[src/rtl/countdown_timer.sv]
//==============================================================================
// Module      : countdown_timer
// Description : Loadable N-bit down-counter with one-shot and auto-reload
//               modes, level-sensitive pause and a one-cycle terminal-count
//               pulse. All outputs are registered.
// Ports       : clk      - clock, all state changes on the rising edge
//               rst      - synchronous active-high reset
//               i_load   - capture i_din into count and the reload register
//               i_din    - load value
//               i_start  - begin counting from the current count (IDLE only)
//               i_pause  - freeze while running
//               i_auto   - 1 = reload at terminal count, 0 = one-shot
//               o_count  - current count value
//               o_tc     - one-cycle terminal-count pulse
//               o_busy   - high while in RUN or HOLD
// Revision    : 1.0 - initial release
//==============================================================================
`default_nettype none

module countdown_timer #(
    parameter int N = 4
) (
    input  logic         clk,
    input  logic         rst,
    input  logic         i_load,
    input  logic [N-1:0] i_din,
    input  logic         i_start,
    input  logic         i_pause,
    input  logic         i_auto,
    output logic [N-1:0] o_count,
    output logic         o_tc,
    output logic         o_busy
);

    localparam logic [N-1:0] c_ZERO = '0;
    localparam logic [N-1:0] c_ONE  = {{(N-1){1'b0}}, 1'b1};

    typedef enum logic [1:0] {
        ST_IDLE = 2'd0,
        ST_RUN  = 2'd1,
        ST_HOLD = 2'd2
    } state_t;

    state_t       r_state;
    logic [N-1:0] r_count;
    logic [N-1:0] r_reload;
    logic         r_tc;
    logic         r_busy;

    always_ff @(posedge clk) begin
        if (rst) begin
            r_state  <= ST_IDLE;
            r_count  <= c_ZERO;
            r_reload <= c_ZERO;
            r_tc     <= 1'b0;
            r_busy   <= 1'b0;
        end else if (i_load) begin
            // Load aborts any active run without producing a terminal pulse.
            r_state  <= ST_IDLE;
            r_count  <= i_din;
            r_reload <= i_din;
            r_tc     <= 1'b0;
            r_busy   <= 1'b0;
        end else begin
            r_tc <= 1'b0;
            case (r_state)
                ST_IDLE: begin
                    // A zero count has nothing to time, so start is ignored.
                    if (i_start && (r_count != c_ZERO)) begin
                        r_state <= ST_RUN;
                        r_busy  <= 1'b1;
                    end
                end
                ST_RUN: begin
                    if (i_pause) begin
                        // Pause wins even on the terminal edge; tc is deferred.
                        r_state <= ST_HOLD;
                    end else if (r_count > c_ONE) begin
                        r_count <= r_count - c_ONE;
                    end else begin
                        // Terminal edge: load reload or zero, never wrap.
                        r_tc <= 1'b1;
                        if (i_auto) begin
                            r_count <= r_reload;
                        end else begin
                            r_count <= c_ZERO;
                            r_state <= ST_IDLE;
                            r_busy  <= 1'b0;
                        end
                    end
                end
                ST_HOLD: begin
                    // Release returns to RUN; decrement resumes one edge later.
                    if (!i_pause) begin
                        r_state <= ST_RUN;
                    end
                end
                default: begin
                    r_state <= ST_IDLE;
                    r_busy  <= 1'b0;
                end
            endcase
        end
    end

    assign o_count = r_count;
    assign o_tc    = r_tc;
    assign o_busy  = r_busy;

endmodule

`default_nettype wire
[config.mk]
export PLATFORM = sky130hd
export DESIGN_NAME = countdown_timer
export DESIGN_NICKNAME = d
export VERILOG_FILES = /design/src/rtl/countdown_timer.sv
export SDC_FILE = /design/constraint.sdc
export NUM_CORES = 1
export LEC_CHECK = 0
export CORE_AREA = 4 4 44 46
export DETAILED_ROUTE_END_ITERATION = 7
export DIE_AREA = 0 0 48 50
export PLACE_DENSITY = 0.7
export SLEW_MARGIN = 10
export SYNTH_ARGS = -nofsm -noshare
export SYNTH_HDL_FRONTEND = slang
export SYNTH_SLANG_ARGS = --single-unit
export TNS_END_PERCENT = 100
[constraint.sdc]
create_clock -name clk -period 2.7 [get_ports clk]
set_input_delay 0.405 -clock clk [delete_from_list [all_inputs] [get_ports clk]]
set_output_delay 0.405 -clock clk [all_outputs]
set_load 0.03 [all_outputs]
Yosys cells after proc, flatten, opt, wreduce, memory -nomap -nowiden
Cells that the tools add are included.
- $add $sub $neg: 1
- multipliers: 0
- divide/modulo/power cells: 0
- order comparisons: 1
- eq/ne operators: 10
- shift-type cells: 0
- multiplexer cells: 17
- bitwise gates (word level): 2
- reduce and logical (&&, ||, !) cells: 9
- operator list (kind ; number):
    $mux W4 ; 5
    $ne A2 B2 Y1 const B ; 6
    $mux W2 ; 5
    $ne A3 B3 Y1 const B ; 2
    $pmux W2 S3 ; 1
    $mux W1 ; 5
    $reduce_and A5 Y1 ; 1
    $gt A4 B1 Y1 const B ; 1
    $reduce_and A4 Y1 ; 1
    $reduce_bool A4 Y1 ; 1
    $reduce_or A4 Y1 ; 1
    $sub A4 B1 Y4 const B ; 1
    $pmux W1 S3 ; 1
    $eq A2 B1 Y1 const B ; 1
    $eq A2 B2 Y1 const B ; 1
    $logic_not A2 Y1 ; 1
    $not A1 Y1 ; 2
    $reduce_and A2 Y1 ; 1
    $reduce_bool A2 Y1 ; 1
    $reduce_or A2 Y1 ; 1
    $logic_and A1 B1 Y1 ; 1
- flip-flop bits (word level): 12
- bits in latches: 0
- bits in writable memories: 0
- bits in read-only memories: 0
- bits of input ports: 10
- output and inout port bits: 6
- word-level logic and storage cells: 45
- memories kept: 0

Logic depth before layout (Yosys ltp)
Gate-level depths: netlist of the first run.
- depth in word-level cells: 5
- depth in mapped cells: 6
- gate-level depth less buffers: 6

Worst setup path after synthesis of the first run
No wires, ideal clock.
- path type: reg2reg
- start point: reg r_count[0] (netlist: o_count[0])
- end point: reg r_count[1] (netlist: o_count[1])
- library setup time: 0.122 ns
- data arrival time: 1.618 ns
- data required time: 2.578 ns
- setup slack: 0.960 ns
- stages on the path, launching flop included: 6
- path buffers: 0
- clock period less this slack: 1.740 ns
- cell sequence: dfxtp_1 -> inv_1 -> ha_1 -> o21ai_2 -> mux2i_1 -> a311o_1
- word-level cells in the longest chain between the ends: 5
- elaborated cells between the ends (all ways): 6
- classes of those cells: add/sub (1); order compare (1); mux (4)
- RTL lines (element ; line ; source):
    start, declared ; 45 ; logic [N-1:0] r_count;
    start signal, assigned ; 53 ; r_count <= c_ZERO;
    start signal, assigned ; 60 ; r_count <= i_din;
    start signal, assigned ; 79 ; r_count <= r_count - c_ONE;
    $sub A4 B1 Y4 / $gt A4 B1 Y1 (equally long branches) ; 79, 78 ;
    $mux W4 (*) ; 78 ; end else if (r_count > c_ONE) begin
    $mux W4 (*) ; 75 ; if (i_pause) begin
    $mux W4 (*) ; 66 ; case (r_state)
    $mux W4 (*) ; 57 ; end else if (i_load) begin
Mark *: on every way between the ends. The rest lies on a longest branch, timed or not. The select of a mux whose other input is x is not followed.
A chain may end at the register's enable or synchronous reset.

Worst setup path after layout of the first run
- start point: reg r_count[3] (netlist: o_count[3])
- end point: out o_count[3]
- RTL lines (element ; line ; source):
    end, declared ; 30 ; output logic [N-1:0] o_count,
No word-level cell between the ends.

==> results_dict.tcl, run 1 <==
set metrics [dict create \
    htreeDepth 1 \
    initial_core_util_pct 44.3 \
    netlist_instances 76 \
    dieArea_sq_mm 0.00240 \
    stdcell_area_sq_um 843 \
    tightest_slew_ns 0.563 \
    cts_tree "done" \
    design.core.area_sq_mm 0.00151 \
    placed_area_sq_um 821 \
    pre_cts_slack_ns 0.729 \
    nNetsFinal 106 \
    die_h_microns 50 \
    grt_pass1_wl_mm 2.17 \
    yosysTopAreaCell "dfxtp_1" \
    finClkSkew_ns 0.000736 \
    dp_cells 104 \
    drive_gt1_share_pct 12.1 \
    path_class "flop to output port" \
    clk_pin_slew_ns 0.07 \
    vias 595 \
    cp_max_fo 8 \
    critPathSlowestCell "clkdlybuf4s50_1" \
    powerDensity_mw_per_mm2 469 \
    path_cells "clkdlybuf4s50_1" \
    drtPass1Iterations 4 \
    crit_path_max_incr_delay_ns 0.73 \
    finalCritPeriodShare_pct 69.2 \
    gp_congestion 0.707 \
    start_kind "flop" \
    relSlewSlack_pct 62.3 \
    syn_to_final_growth_pct 26.5 \
    instances_no_fill 107 \
    antenna_left 0 \
    die_w_microns 48 \
    clk_latency_ns 0.26 \
    synth_area_per_cell_sq_um 8.77 \
    setup_tns_ns 0 \
    cts_setup_buffers 0 \
    grt_max_degree 13 \
    pin_count 16 \
    rsz0062_at_grt "no" \
    crit_arrival_ns 1.46 \
    cts.sinks 12 \
    cp-end-kind "output port" \
    fin_ws_ns 0.833 \
    power_leakage_nw 0.322 \
    ys_top_cells_by_area "dfxtp_1 (36%), nand2_1 (6.2%), ha_1 (5.6%), mux2i_1 (4.5%), a221oi_2 (4.5%)" \
    path_delay_family "buffers and inverters" \
    dp_hpwl_mm 1.07 \
    route.detailed.wl_per_inst_microns 13.2 \
    yosysSeqAreaShare_pct 36.0 \
    slew_violations 0 \
    power_mw 0.396 \
    cts_buffers 3 \
    grt.overflow.total 0 \
    timing.critical_path.buf_inv 1 \
    cts_hold_buf 0 \
    syn_area_sq_um 667 \
    n_antenna_cell 0 \
    via_per_inst 5.56 \
    synth_top_area_share_pct 36.0 \
    cts-root-buf "clkbuf_4" \
    synth_nets 89 \
    clockBufferDepth 2 \
    post_cts_resized 0 \
    numPortBuffers 15 \
    maxCapViolations 0 \
    fillCellCount 147 \
    status "complete, no violations" \
    antenna_found_initial 0 \
    rows 14 \
    max_freq_mhz 536 \
    hold_path.class "flop to flop" \
    wirelength_mm 1.41 \
    ys_ff_latch 12 \
    yosysWarnings 0 \
    first_iter_violations 17 \
    drc 0 \
    required_ns 2.30 \
    layout_min_cycle_time_ns 1.87 \
    hold_slack_ns 0.461 \
    grt_pass1_vias 512 \
    hold_violations 0 \
    ir_drop_mv 0.222 \
    synth.distinct_cells 34 \
    finalSetupViolations 0 \
    fin_util_pct 56.0 \
    grtUsageTotal_pct 12.6 \
]
-- report_power, final --
part | switching, mW | total (mW) | internal [mW]
sequential | 0.00990 | 0.196 | 0.186
combinational | 0.0509 | 0.0940 | 0.0432
clock | 0.0540 | 0.106 | 0.0516
total | 0.115 | 0.396 | 0.281
-- final timing paths --
check | endpoint | slack, ns | cells after the start | start
setup / recovery | o_count[3] | 0.83 | 1 | o_count[3]
setup reg to reg | o_count[1] | 0.98 | 5 | o_count[0]
hold reg to reg | r_reload[0] | 0.46 | 2 | r_reload[0]
hold / removal | r_reload[0] | 0.46 | 2 | r_reload[0]
-- placed cells by master, fill, tap and decap left out --
| cell type | instances |
|---|---|
| a211oi_2 | 1 |
| a21oi_1 | 4 |
| a221oi_2 | 2 |
| a22oi_1 | 1 |
| a311o_1 | 1 |
| a311oi_1 | 2 |
| and2b_1 | 1 |
| and3_1 | 1 |
| and3b_2 | 1 |
| clkbuf_4 | 3 |
| clkdlybuf4s50_1 | 15 |
| dfxtp_1 | 12 |
| ha_1 | 3 |
| inv_1 | 4 |
| mux2i_1 | 3 |
| nand2_1 | 11 |
| nand2b_1 | 1 |
| nand3_1 | 1 |
| nor2_1 | 7 |
| nor2_2 | 1 |
| nor3_1 | 2 |
| nor3_2 | 1 |
| nor3b_2 | 1 |
| nor4_1 | 1 |
| o2111a_1 | 1 |
| o211ai_1 | 1 |
| o21a_1 | 1 |
| o21ai_0 | 1 |
| o21ai_1 | 2 |
| o21ai_2 | 1 |
| o311ai_1 | 2 |
| or3_1 | 1 |
| xor2_1 | 1 |
-- logic make-up after synthesis --
logic type      share of synthesized area (%)
mux                                      4.50
simple gates                             23.1
xor+xnor                                 1.31
buf+inv                                  4.69
compound gates                           24.8
fa+ha+maj                                5.63
flops                                    36.0
-- cell type report --
class	count	area, sq um	share of cell area, %
tap	16	20.0	2.37
clock buffer	3	22.5	2.67
inverter	4	15.0	1.78
multi-input combinational	57	395	46.9
sequential	12	240	28.5
timing repair buffer	15	150	17.8
-- synth_stat cells, drive strengths merged --
cell type	number
o21a	1
and3b	1
ha	3
o211ai	1
buf	2
nor3b	1
clkbuf	1
inv	4
and3	1
nand2b	1
o21ai	4
o311ai	2
nand3	1
or3	1
a21oi	4
mux2i	3
a221oi	2
a22oi	1
and2b	1
nor3	3
nand2	11
a311oi	2
dfxtp	12
nor4	1
nor2	8
xor2	1
a311o	1
a211oi	1
o2111a	1
-- state kept, by name, summed over array words and instances (netlist names) --
| register | flops |
|---|---|
| o_count | 4 |
| r_state | 2 |
| o_busy | 1 |
| o_tc | 1 |
| r_reload | 4 |
-- layer usage --
layer / share of wire [%] / track usage [%]
met4: 1.6 / 4.04
met5: 0 / 0
met1: 49 / 16.3
met3: 4.2 / 4.36
met2: 46 / 18.9
Power figures use the tool's default switching activity.
==> run 2, diff against run 1 <==
==> constraint.sdc (replaced) <==
create_clock -name clk -period 1.84 [get_ports clk]
set_input_delay 0.276 -clock clk [delete_from_list [all_inputs] [get_ports clk]]
set_output_delay 0.276 -clock clk [all_outputs]
set_load 0.03 [all_outputs]
==> results_dict.tcl, run 2 (synthesis gave the netlist of run 1 again) <==
set metrics [dict create \
    numPortBuffers 15 \
    clk_pin_slew_ns 0.07 \
    combPwrFrac_pct 24.9 \
    tightest_slew_ns 0.345 \
    critPathSlowestCell "clkdlybuf4s50_1" \
    min-delay-start "r_reload[1]" \
    nNetsFinal 110 \
    power_mw 0.586 \
    drc 0 \
    initial_core_util_pct 44.3 \
    worst-path-stages 1 \
    swShare_pct 28.7 \
    cts_hold_buf 0 \
    grt.overflow.total 0 \
    crit_arrival_ns 1.46 \
    finalCritPeriodShare_pct 94.4 \
    finalSetupViolations 0 \
    cts.sinks 12 \
    dp_hpwl_mm 1.18 \
    path_delay_family "buffers and inverters" \
    cts_tree "done" \
    reg2reg_slack_ns 0.26 \
    design.core.area_sq_mm 0.00151 \
    holdPathStages 2 \
    post_cts_resized 0 \
    via_per_inst 5.30 \
    htreeDepth 1 \
    clockBufferDepth 2 \
    setup_tns_ns 0 \
    wirelength_mm 1.47 \
    grt_pass1_wl_mm 2.39 \
    antenna_left 0 \
    start_kind "flop" \
    antenna_found_initial 0 \
    max_freq_mhz 576 \
    grt_pass1_vias 511 \
    gp_congestion 0.750 \
    cp_max_fo 8 \
    regToRegStartpoint "o_count[1]" \
    power_leakage_nw 0.342 \
    layout_min_cycle_time_ns 1.74 \
    layout_common_cells "clkdlybuf4s50_1 (15), dfxtp_1 (12), nand2_1 (11)" \
    path_class "flop to output port" \
    ff2ff_path_depth 5 \
    die_w_microns 48 \
    cts-root-buf "clkbuf_4" \
    grt_max_degree 12 \
    cp-end-kind "output port" \
    drtPass1Iterations 4 \
    hold_path.class "flop to flop" \
    p_int_mw 0.417 \
    timing.critical_path.buf_inv 1 \
    clock_power_share_pct 26.3 \
    instances_no_fill 111 \
    dp_cells 108 \
    grtUsageTotal_pct 13.6 \
    relSlewSlack_pct 76.9 \
    ir_drop_mv 0.405 \
    n_antenna_cell 0 \
    hold-path-endpoint "r_reload[1]" \
    final_common_cell "clkdlybuf4s50_1" \
    slew_violations 0 \
    finClkSkew_ns 0.00147 \
    rsz0062_at_grt "no" \
    pin_count 16 \
    vias 588 \
    r2r-end "o_count[1]" \
    first_iter_violations 11 \
    path_cells "clkdlybuf4s50_1" \
    cts_setup_buffers 0 \
    route.detailed.wl_per_inst_microns 13.2 \
    rows 14 \
    drive_gt1_share_pct 15.8 \
    hold_violations 0 \
    switchingPower_mw 0.168 \
    dieArea_sq_mm 0.00240 \
    maxCapViolations 0 \
    cts_buffers 3 \
    seqPwrFrac_pct 48.8 \
    fillCellCount 154 \
    powerDensity_mw_per_mm2 671 \
    status "complete, no violations" \
    clk_latency_ns 0.27 \
    crit_path_max_incr_delay_ns 0.73 \
    required_ns 1.56 \
    syn_to_final_growth_pct 31.0 \
    die_h_microns 50 \
]
run 2: cell types whose count changed in the layout (fill, tap and decap cells not counted), sizes merged:
cell	change
buf	+4
run 2: worst max-delay path by stage:
stage | startpoint | end | slack (ns)
after CTS | o_count[3] | o_count[3] | 0.08
after global placement | i_pause | o_count[0] | 0.25
after floorplan | o_count[0] | o_count[1] | 0.1
final | o_count[3] | o_count[3] | 0.10
after detailed placement | i_pause | o_count[0] | 0.18
after global routing | o_count[3] | o_count[3] | 0.03
run 2: per-stage QoR:
stage               setup WS [ns]  hold slack, ns  instance area [sq um]  util, %
floorplan                  0.0996           0.422                    667        -
global placement            0.255           0.448                    851     56.5
detailed placement          0.183           0.464                    851     56.5
CTS                        0.0843           0.474                    873     58.0
global route               0.0316           0.509                    873     58.0
finish                      0.104           0.474                    873     58.0
run 2: power by group through the flow:
stage | Sequential, mW | Combinational, mW | Clock, mW
floorplan | 0.305 | 0.0734 | 0
global placement | 0.292 | 0.144 | 0
detailed placement | 0.292 | 0.146 | 0
CTS | 0.286 | 0.146 | 0.163
global route | 0.288 | 0.158 | 0.173
finish | 0.286 | 0.146 | 0.154
run 2: layer usage:
layer	wire, microns	global-route usage [%]	up-vias
li1	-	-	316
met1	731	20.4	257
met2	655	17.4	13
met3	67	5.45	2
met4	14	4.04	0
met5	0	0	-
run 2: area by class of cell:
type / instances / area (sq um) / area share, %
clock buffers: 3 / 22.5 / 2.58
inverters: 4 / 15.0 / 1.72
multi-input cells: 57 / 395 / 45.3
flip-flops and latches: 12 / 240 / 27.5
repair buffers: 19 / 180 / 20.6
well taps: 16 / 20.0 / 2.29
